===== config.mk =====
export PLATFORM = sky130hd
export DESIGN_NAME = vec_instr_queue
export DESIGN_NICKNAME = d
export VERILOG_FILES = /design/src/rtl/vec_instr_queue_pkg.sv /design/src/rtl/vq_fifo.sv /design/src/rtl/vec_instr_queue.sv
export SDC_FILE = /design/constraint.sdc
export NUM_CORES = 1
export LEC_CHECK = 0
export ABC_CLOCK_PERIOD_IN_PS = 3600
export CORE_ASPECT_RATIO = 0.8
export CORE_UTILIZATION = 49
export DETAILED_ROUTE_END_ITERATION = 12
export PLACE_DENSITY = 0.75
export SLEW_MARGIN = 10
export SYNTH_ARGS = -nofsm -noshare
export SYNTH_HDL_FRONTEND = slang
export SYNTH_HIERARCHICAL = 1
export SYNTH_SLANG_ARGS = --single-unit

===== constraint.sdc =====
create_clock -name clk -period 3.6 [get_ports clk]
set_clock_uncertainty 0.05 [all_clocks]
set_input_delay 0.72 -clock clk [delete_from_list [all_inputs] [get_ports clk]]
set_output_delay 0.72 -clock clk [all_outputs]
set_load 0.01 [all_outputs]

===== src/rtl/vec_instr_queue_pkg.sv =====
// Shared opcode constants and instruction classification for the vector issue queue.
package vec_instr_queue_pkg;

  localparam int VQ_DEPTH = 4;

  localparam logic [6:0] OPC_OPV    = 7'b1010111;
  localparam logic [6:0] OPC_VLOAD  = 7'b0000111;
  localparam logic [6:0] OPC_VSTORE = 7'b0100111;

  localparam logic [2:0] F3_OPIVX = 3'b100;
  localparam logic [2:0] F3_OPMVX = 3'b110;
  localparam logic [2:0] F3_OPCFG = 3'b111;

  typedef enum logic [1:0] {
    VCLS_NONE   = 2'd0,
    VCLS_VEC    = 2'd1,
    VCLS_SCALAR = 2'd2
  } vec_class_e;

  // Vector loads/stores always carry a scalar base address in rs1.
  function automatic vec_class_e classify(input logic [6:0] opc, input logic [2:0] f3);
    vec_class_e cls;
    cls = VCLS_NONE;
    if (opc == OPC_VLOAD || opc == OPC_VSTORE) begin
      cls = VCLS_SCALAR;
    end else if (opc == OPC_OPV) begin
      if (f3 == F3_OPIVX || f3 == F3_OPMVX || f3 == F3_OPCFG)
        cls = VCLS_SCALAR;
      else
        cls = VCLS_VEC;
    end
    return cls;
  endfunction

endpackage


===== src/rtl/vq_fifo.sv =====
// Synchronous show-ahead FIFO; flush clears occupancy and has priority over reads and writes.
module vq_fifo
  import vec_instr_queue_pkg::*;
#(
  parameter int DEPTH     = VQ_DEPTH,
  parameter int ADDR_BITS = 2,
  parameter int DATA_W    = 64
) (
  input  logic                 clk,
  input  logic                 nrst,
  input  logic                 flush,
  input  logic                 wr_en,
  input  logic [DATA_W-1:0]    wr_data,
  input  logic                 rd_en,
  output logic [DATA_W-1:0]    rd_data,
  output logic                 full,
  output logic                 empty,
  output logic [ADDR_BITS:0]   count
);

  localparam logic [ADDR_BITS:0] FULL_CNT = DEPTH[ADDR_BITS:0];

  logic [DATA_W-1:0]    mem [DEPTH];
  logic [ADDR_BITS-1:0] wr_ptr;
  logic [ADDR_BITS-1:0] rd_ptr;
  logic [ADDR_BITS:0]   cnt;
  logic                 wr_ok;
  logic                 rd_ok;

  assign full  = (cnt == FULL_CNT);
  assign empty = (cnt == '0);
  assign count = cnt;
  assign wr_ok = wr_en & ~full & ~flush;
  assign rd_ok = rd_en & ~empty & ~flush;

  always_ff @(posedge clk) begin
    if (!nrst || flush) begin
      wr_ptr <= '0;
      rd_ptr <= '0;
      cnt    <= '0;
    end else begin
      if (wr_ok) wr_ptr <= wr_ptr + 1'b1;
      if (rd_ok) rd_ptr <= rd_ptr + 1'b1;
      case ({wr_ok, rd_ok})
        2'b10:   cnt <= cnt + 1'b1;
        2'b01:   cnt <= cnt - 1'b1;
        default: cnt <= cnt;
      endcase
    end
  end

  // Storage is not reset; an empty queue masks whatever it holds.
  always_ff @(posedge clk) begin
    if (nrst && wr_ok)
      mem[wr_ptr] <= wr_data;
  end

  assign rd_data = empty ? '0 : mem[rd_ptr];

endmodule


===== src/rtl/vec_instr_queue.sv =====
// Vector issue queue: classifies core instructions, attaches the scalar operand and buffers them for the vector unit.
module vec_instr_queue
  import vec_instr_queue_pkg::*;
#(
  parameter int DEPTH        = VQ_DEPTH,
  parameter int ADDR_BITS    = 2,
  parameter int WORD_WIDTH   = 32,
  parameter int REGFILE_BITS = 5
) (
  input  logic                    clk,
  input  logic                    nrst,
  input  logic                    instr_valid,
  input  logic [WORD_WIDTH-1:0]   instr,
  output logic                    instr_ready,
  output logic [REGFILE_BITS-1:0] v_rd_xreg_addr,
  input  logic [WORD_WIDTH-1:0]   xreg_out,
  input  logic                    flush,
  output logic                    vq_valid,
  output logic [WORD_WIDTH-1:0]   vq_instr,
  output logic [WORD_WIDTH-1:0]   vq_scalar,
  input  logic                    vq_ready,
  output logic [ADDR_BITS:0]      vq_count
);

  vec_class_e                  cls;
  logic                        is_vec;
  logic                        needs_scalar;
  logic                        push;
  logic                        pop;
  logic                        full;
  logic                        empty;
  logic [WORD_WIDTH-1:0]       scalar_sel;
  logic [2*WORD_WIDTH-1:0]     wr_data;
  logic [2*WORD_WIDTH-1:0]     rd_data;

  assign cls          = classify(instr[6:0], instr[14:12]);
  assign is_vec       = (cls != VCLS_NONE);
  assign needs_scalar = (cls == VCLS_SCALAR);

  // rs1 is read unconditionally; the mux decides whether the value is kept.
  assign v_rd_xreg_addr = instr[15 +: REGFILE_BITS];
  assign scalar_sel     = needs_scalar ? xreg_out : '0;

  assign instr_ready = ~full;
  assign push        = instr_valid & instr_ready & is_vec & ~flush;
  assign pop         = vq_valid & vq_ready & ~flush;
  assign wr_data     = {instr, scalar_sel};

  vq_fifo #(
    .DEPTH     (DEPTH),
    .ADDR_BITS (ADDR_BITS),
    .DATA_W    (2*WORD_WIDTH)
  ) u_fifo (
    .clk     (clk),
    .nrst    (nrst),
    .flush   (flush),
    .wr_en   (push),
    .wr_data (wr_data),
    .rd_en   (pop),
    .rd_data (rd_data),
    .full    (full),
    .empty   (empty),
    .count   (vq_count)
  );

  assign vq_valid  = ~empty;
  assign vq_instr  = rd_data[2*WORD_WIDTH-1:WORD_WIDTH];
  assign vq_scalar = rd_data[WORD_WIDTH-1:0];

endmodule


# Word level (Yosys, flattened, before mapping)
# Memory sizes are Yosys's and may differ from the RTL's. A register that Yosys moved wholly into a read port is not among the register bits.
# Cells that the tools add are included.
[totals] output_inout_bits=74 n_memories=1 ram_bits=256 regBits=7 input_bits=69 romBits=0 latch_bits=0 elab_cells=49
[classes] reduce_logical=9 n_bitwise=12 n_mux=10 magnitude_cmp=0 eq_ne=10 addsub=4 div_mod_pow=0 shifts=0 multipliers=0
[memory_table] memory="u_fifo.mem" words=4 word_bits=64 read_ports=1 rd_clocked_by_memory_dff=1 wr=1 line="vq_fifo.sv:23" text="logic [DATA_W-1:0] mem [DEPTH];"
[op_table] cell="2-to-1 mux 64 bit" count=1
[op_table] cell="2-to-1 mux 32 bit" count=1
[op_table] cell="== test 3 bit, second input constant" count=4
[op_table] cell="2-to-1 mux 2 bit" count=5
[op_table] cell="bitwise AND 1 bit" count=9
[op_table] cell="== test 7 x 3 -> 1 bit, second input constant" count=1
[op_table] cell="== test 7 x 6 -> 1 bit, second input constant" count=1
[op_table] cell="== test 7 bit, second input constant" count=1
[op_table] cell="one-hot mux 3 bit (2 select lines)" count=1
[op_table] cell="adder 2 x 1 -> 2 bit, second input constant" count=2
[op_table] cell="== test 2 bit, second input constant" count=2
[op_table] cell="logical OR 1 bit" count=4
[op_table] cell="nonzero test 2 bit" count=2
[op_table] cell="adder 3 x 1 -> 3 bit, second input constant" count=1
[op_table] cell="logical NOT 3 bit" count=1
[op_table] cell="NOT 1 bit" count=3
[op_table] cell="subtractor 3 x 1 -> 3 bit, second input constant" count=1
[op_table] cell="== test 2 x 1 -> 1 bit, second input constant" count=1
[op_table] cell="2-to-1 mux 1 bit" count=2
[op_table] cell="logical AND 1 bit" count=1
[op_table] cell="logical NOT 1 bit" count=1

# Logic depth before layout (Yosys ltp)
[depth] ltp_word=14 mapped_depth=14 depth_no_buf=13

# By module
# The synthesis kept the hierarchy.
[modules_own_cells] mod="vq_fifo" n_inst=1 seq_area_each_um2=7867.5 cells_each=462 area_per_inst_um2=10194.8
[modules_own_cells] mod="vec_instr_queue" n_inst=1 seq_area_each_um2=0.0 cells_each=53 area_per_inst_um2=362.8

# Worst setup path after synthesis
# Ideal clock, no wire load.
[synth_timing] kind="input -> register" start="in instr[3]" end="mem u_fifo.mem[1][0] (enable)" path_slack_ns=-0.236 path_buffers=1 setup_ns=0.429 arrival_time_ns=3.357 cell_stages=6 required_ns=3.121 path_cell_list="and4b_1 -> buf_2 -> o2111a_1 -> nor2b_1 -> and2_4 -> and3_1"
[synth_via] elab_chain_cells=11
[synth_rtl] element="start: declaration" line="vec_instr_queue.sv:13" text="input logic [WORD_WIDTH-1:0] instr,"
[synth_rtl] element="== test 7 bit (tied with other cells)" line="vec_instr_queue_pkg.sv:26" text="end else if (opc == OPC_OPV) begin"
[synth_rtl] element="2-to-1 mux 2 bit / logical OR 1 bit (equally long branches)" line="vec_instr_queue_pkg.sv:26, vec_instr_queue_pkg.sv:24"
[synth_rtl] element="2-to-1 mux 2 bit (*)" line="vec_instr_queue_pkg.sv:24" text="if (opc == OPC_VLOAD || opc == OPC_VSTORE) begin"
[synth_rtl] element="nonzero test 2 bit (*)" line="vec_instr_queue.sv:37" text="assign is_vec = (cls != VCLS_NONE);"
[synth_rtl] element="bitwise AND 1 bit (*) (2 in series)" line="vec_instr_queue.sv:45" text="assign push = instr_valid & instr_ready & is_vec & ~flush;"
[synth_rtl] element="via push" line="vec_instr_queue.sv:28" text="logic push;"
[synth_rtl] element="bitwise AND 1 bit (*) (2 in series)" line="vq_fifo.sv:33" text="assign wr_ok = wr_en & ~full & ~flush;"
[synth_rtl] element="logical AND 1 bit (*)" line="vq_fifo.sv:54" text="if (nrst && wr_ok)"
[synth_rtl] element="2-to-1 mux 1 bit (*)" line="vq_fifo.sv:54"
[synth_rtl] element="2-to-1 mux 1 bit (implied by the code) (*)" line="vq_fifo.sv:55" text="mem[wr_ptr] <= wr_data;"
[synth_rtl] element="end: declaration" line="vq_fifo.sv:23"
# The timed path passes the listed nets; every way through them passes the cells marked *.

==> flow_summary_export.csv <==
group,metric,value,unit
run_status,violations,"DRC",
synth,netlist_instances,515,
synth,yosys_warnings,6,
worst_setup_path,crit_path_end,"vq_instr[1]",
global_routing,grt_first_pass_wirelength,32.44,mm
cts,root_buffer,"clkbuf_16",
floorplan,ioPinCount,143,
worst_setup_path,path_cells,"buf_4 > mux4_2 > nor2b_1 > clkdlybuf4s50_1",
worst_setup_path,timing.rr.start,"u_fifo/count[2]",
worst_setup_path,cp_num_buf_inv,2,
sta,final.setup.tns,0,ns
global_routing,track_usage,19.35,%
run_status,outcome,"finished with violations",
worst_setup_path,crit_family,"buffers and inverters",
global_routing,overflow,0,
synth,netlist_area,10560,sq um
cts,cts-resized-gates,0,
final_layout,num_antenna_cells,0,
worst_setup_path,cp.arrival,2.60,ns
worst_setup_path,cp_max_fo,26,
route,dr_total_vias,5319,
final_layout,drive_gt1_share,18.80,%
cts,cts_made_buffers,26,
final_layout,fin_nets,742,
power_and_ir_drop,netSwitchingPower,1.134,mW
floorplan,start_util,50.57,%
cts,hold_buffers,0,
power_and_ir_drop,ir_drop,0.0002753,V
worst_setup_path,critical_path.max_stage_delay,0.58,ns
worst_setup_path,start_kind,"flip-flop",
power_and_ir_drop,power_leakage,4.381,nW
cts,clock_sinks,265,
sta,drv_slew,0,
cts,ctsLongestPathBuffers,3,
sta,fin_crit_sh,93.64,%
sta,fmax,0.2966,GHz
worst_setup_path,crit_path_top_delay_cell,"mux4_2",
floorplan,die_y,133.3,um
worst_setup_path,r2r-end,"u_fifo/count[2]",
synth,synth-seq-cells,265,
route,drt_pass1_iterations,9,
route,drt-wirelength-per-cell,22.06,um
power_and_ir_drop,powerDensity,465.8,nW/um^2
sta,slew_headroom,64.53,%
synth,synth_area_per_cell,20.50,sq um
power_and_ir_drop,combPwrFrac,2.1,%
cts,cts_tree,"built",
floorplan,die_w,166.1,um
worst_setup_path,reg2reg_depth,13,
final_layout,n_fill_cell,1404,
placed_design,post_dp_cell_area,12340,sq um
sta,setup_viol,0,
power_and_ir_drop,p_clk_share,43.3,%
worst_setup_path,crit_type,"reg2out",
final_layout,multi_input_area,2430,sq um
final_layout,final_area,13190,sq um
placed_design,dp_hpwl,12.49,mm
route,routed_wl,21.07,mm
synth,syn_nets,590,
sta,hold_viol_final,0,
route,drc,9,
floorplan,rows,47,
floorplan,die_area,22140,sq um
placed_design,finalWeightedCongestion,0.7414,
final_layout,regArea,7875,sq um
power_and_ir_drop,p_seq_share,54.6,%
worst_setup_path,worst-r2r-setup-slack,0.38,ns
synth,yosysUniqueCellTypes,34,
cts,insertion_delay,0.51,ns
cts,post-cts-setup-buffers,0,
route,drtIter0Drc,358,
power_and_ir_drop,power.share.switching,18.46,%
floorplan,coreArea,20880,sq um
global_routing,grt_pass1_vias,5591,
global_routing,antenna_found_initial,0,
route,drt-vias-per-instance,5.570,
worst_setup_path,critical_path.endpoint_type,"primary output",
placed_design,io_buffers,142,
final_layout,area_growth_syn_to_layout,24.94,%
sta,tightest_slew,0.5320,ns
cts,clkSlewWorstSetupHoldPaths,0.06,ns
global_routing,grt_max_degree,54,
min_path,min_path_type,"reg2reg",
sta,grt_setup_unrepaired,"false",
power_and_ir_drop,intPower,5.010,mW
worst_setup_path,worst-path-stages,4,
cts,h-tree-depth,1,
worst_setup_path,required,2.83,ns
sta,min_period,3.371,ns
synth,synth-seq-area-share,74.52,%
run,maxCapViolations,0,
route,antenna_left,0,
synth_stat cells:
cell type | number | area [sq um]
clkbuf_1 | 10 | 37.54
nor2_1 | 8 | 30.03
and4b_1 | 1 | 10.01
xor2_1 | 3 | 26.28
o21ai_0 | 2 | 10.01
ha_1 | 5 | 62.56
o31ai_1 | 1 | 7.510
or3b_1 | 1 | 8.760
buf_2 | 7 | 35.03
buf_12 | 2 | 40.04
a21oi_1 | 5 | 25.02
mux4_2 | 64 | 1441
buf_6 | 8 | 90.09
edfxtp_1 | 256 | 7687
nand2b_1 | 2 | 12.51
a31o_4 | 1 | 17.52
nor3_2 | 1 | 10.01
dfxtp_1 | 9 | 180.2
clkbuf_2 | 1 | 5.000
and3_1 | 34 | 212.7
a21o_1 | 2 | 15.01
and2b_1 | 8 | 60.06
or3_1 | 2 | 12.51
nand3_1 | 2 | 10.01
fa_1 | 1 | 20.02
and3b_1 | 1 | 8.760
o2111a_1 | 1 | 11.26
and2_4 | 1 | 8.760
and3_2 | 2 | 15.01
inv_1 | 9 | 33.78
nand2_1 | 1 | 3.750
nor3b_1 | 1 | 7.510
nor2b_1 | 57 | 356.6
buf_4 | 6 | 45.04
stage by stage:
stage | instances | hold slack, ns | util (%) | setup slack (ns) | power (mW)
5_1_grt | 955 | 0.5157 | 63.18 | 0.09563 | 6.311
4_1_cts | 955 | 0.4666 | 63.18 | 0.1735 | 6.187
2_1_floorplan | 515 | 0.4091 | - | 0.4659 | 3.449
3_5_place_dp | 908 | 0.4566 | 59.12 | 0.01271 | 3.551
6_report | 955 | 0.5052 | 63.18 | 0.2290 | 6.145
3_3_place_gp | 908 | 0.4140 | 59.12 | 0.1571 | 3.548
cells in the final DEF (no fill, tap or decap), drive strengths merged, types with 5 or more instances in the layout:
master,Yosys,final
ha,5,5
mux4,64,64
buf,23,16
clkbuf,11,30
clkinv,0,12
nor2b,57,57
and3,36,36
inv,9,9
and2b,8,8
nor2,8,8
dfxtp,9,9
clkdlybuf4s50,0,142
edfxtp,256,256
a21oi,5,5
power groups by stage:
stage          clock (mW)  sequential, mW  combinational, mW
2_1_floorplan           0            3.42             0.0257
3_3_place_gp            0            3.42              0.127
3_5_place_dp            0            3.42              0.131
4_1_cts              2.70            3.35              0.132
5_1_grt              2.82            3.35              0.139
6_report             2.66            3.35              0.131
per-layer routing:
layer / track usage (%) / part of all wire, %
met1: 28.86 / 46
met5: 0 / 0
met2: 29.91 / 46
met3: 3.892 / 6.6
met4: 3.998 / 1.2
final cells by class:
cell class | instances | share of cell area (%)
Clock buffer | 30 | 5.208
Clock inverter | 17 | 1.224
Inverter | 9 | 0.2561
Multi-Input combinational cell | 207 | 18.42
Sequential cell | 265 | 59.70
Tap cell | 269 | 2.552
Timing Repair Buffer | 158 | 12.64
state kept, by name, indices dropped and copies added, names as in the netlist, named ones only:
register / count
u_fifo/mem: 256
u_fifo/wr_ptr: 2
u_fifo/rd_ptr: 2
u_fifo/count: 3
tightest hold or removal path: cells and delay by family, from the launching register on:
kind / cells / cell delay, ns
compound gates: 2 / 0.19
flops: 1 / 0.31
cells by family (layout without fill, tap and decap cells):
family,after synthesis,after routing,share of synthesized area (%)
simple gates,122,122,7.265
fa+ha+maj,6,6,0.7822
flops,265,265,74.52
buf+inv,43,214,2.714
compound gates,12,12,0.8177
xor+xnor,3,3,0.2489
mux,64,64,13.65
worst min-delay path by stage:
stage	startpoint	to	slack [ns]	depth (start not counted)
after floorplan	u_fifo/rd_ptr[1]	flip-flop	0.41	2
after global placement	u_fifo/rd_ptr[1]	flip-flop	0.41	2
after detailed placement	u_fifo/rd_ptr[1]	flip-flop	0.46	2
after CTS	u_fifo/rd_ptr[1]	flip-flop	0.47	2
after global routing	u_fifo/rd_ptr[1]	flip-flop	0.52	2
final	u_fifo/rd_ptr[1]	flip-flop	0.51	2
(Power assumes the default switching activity.)
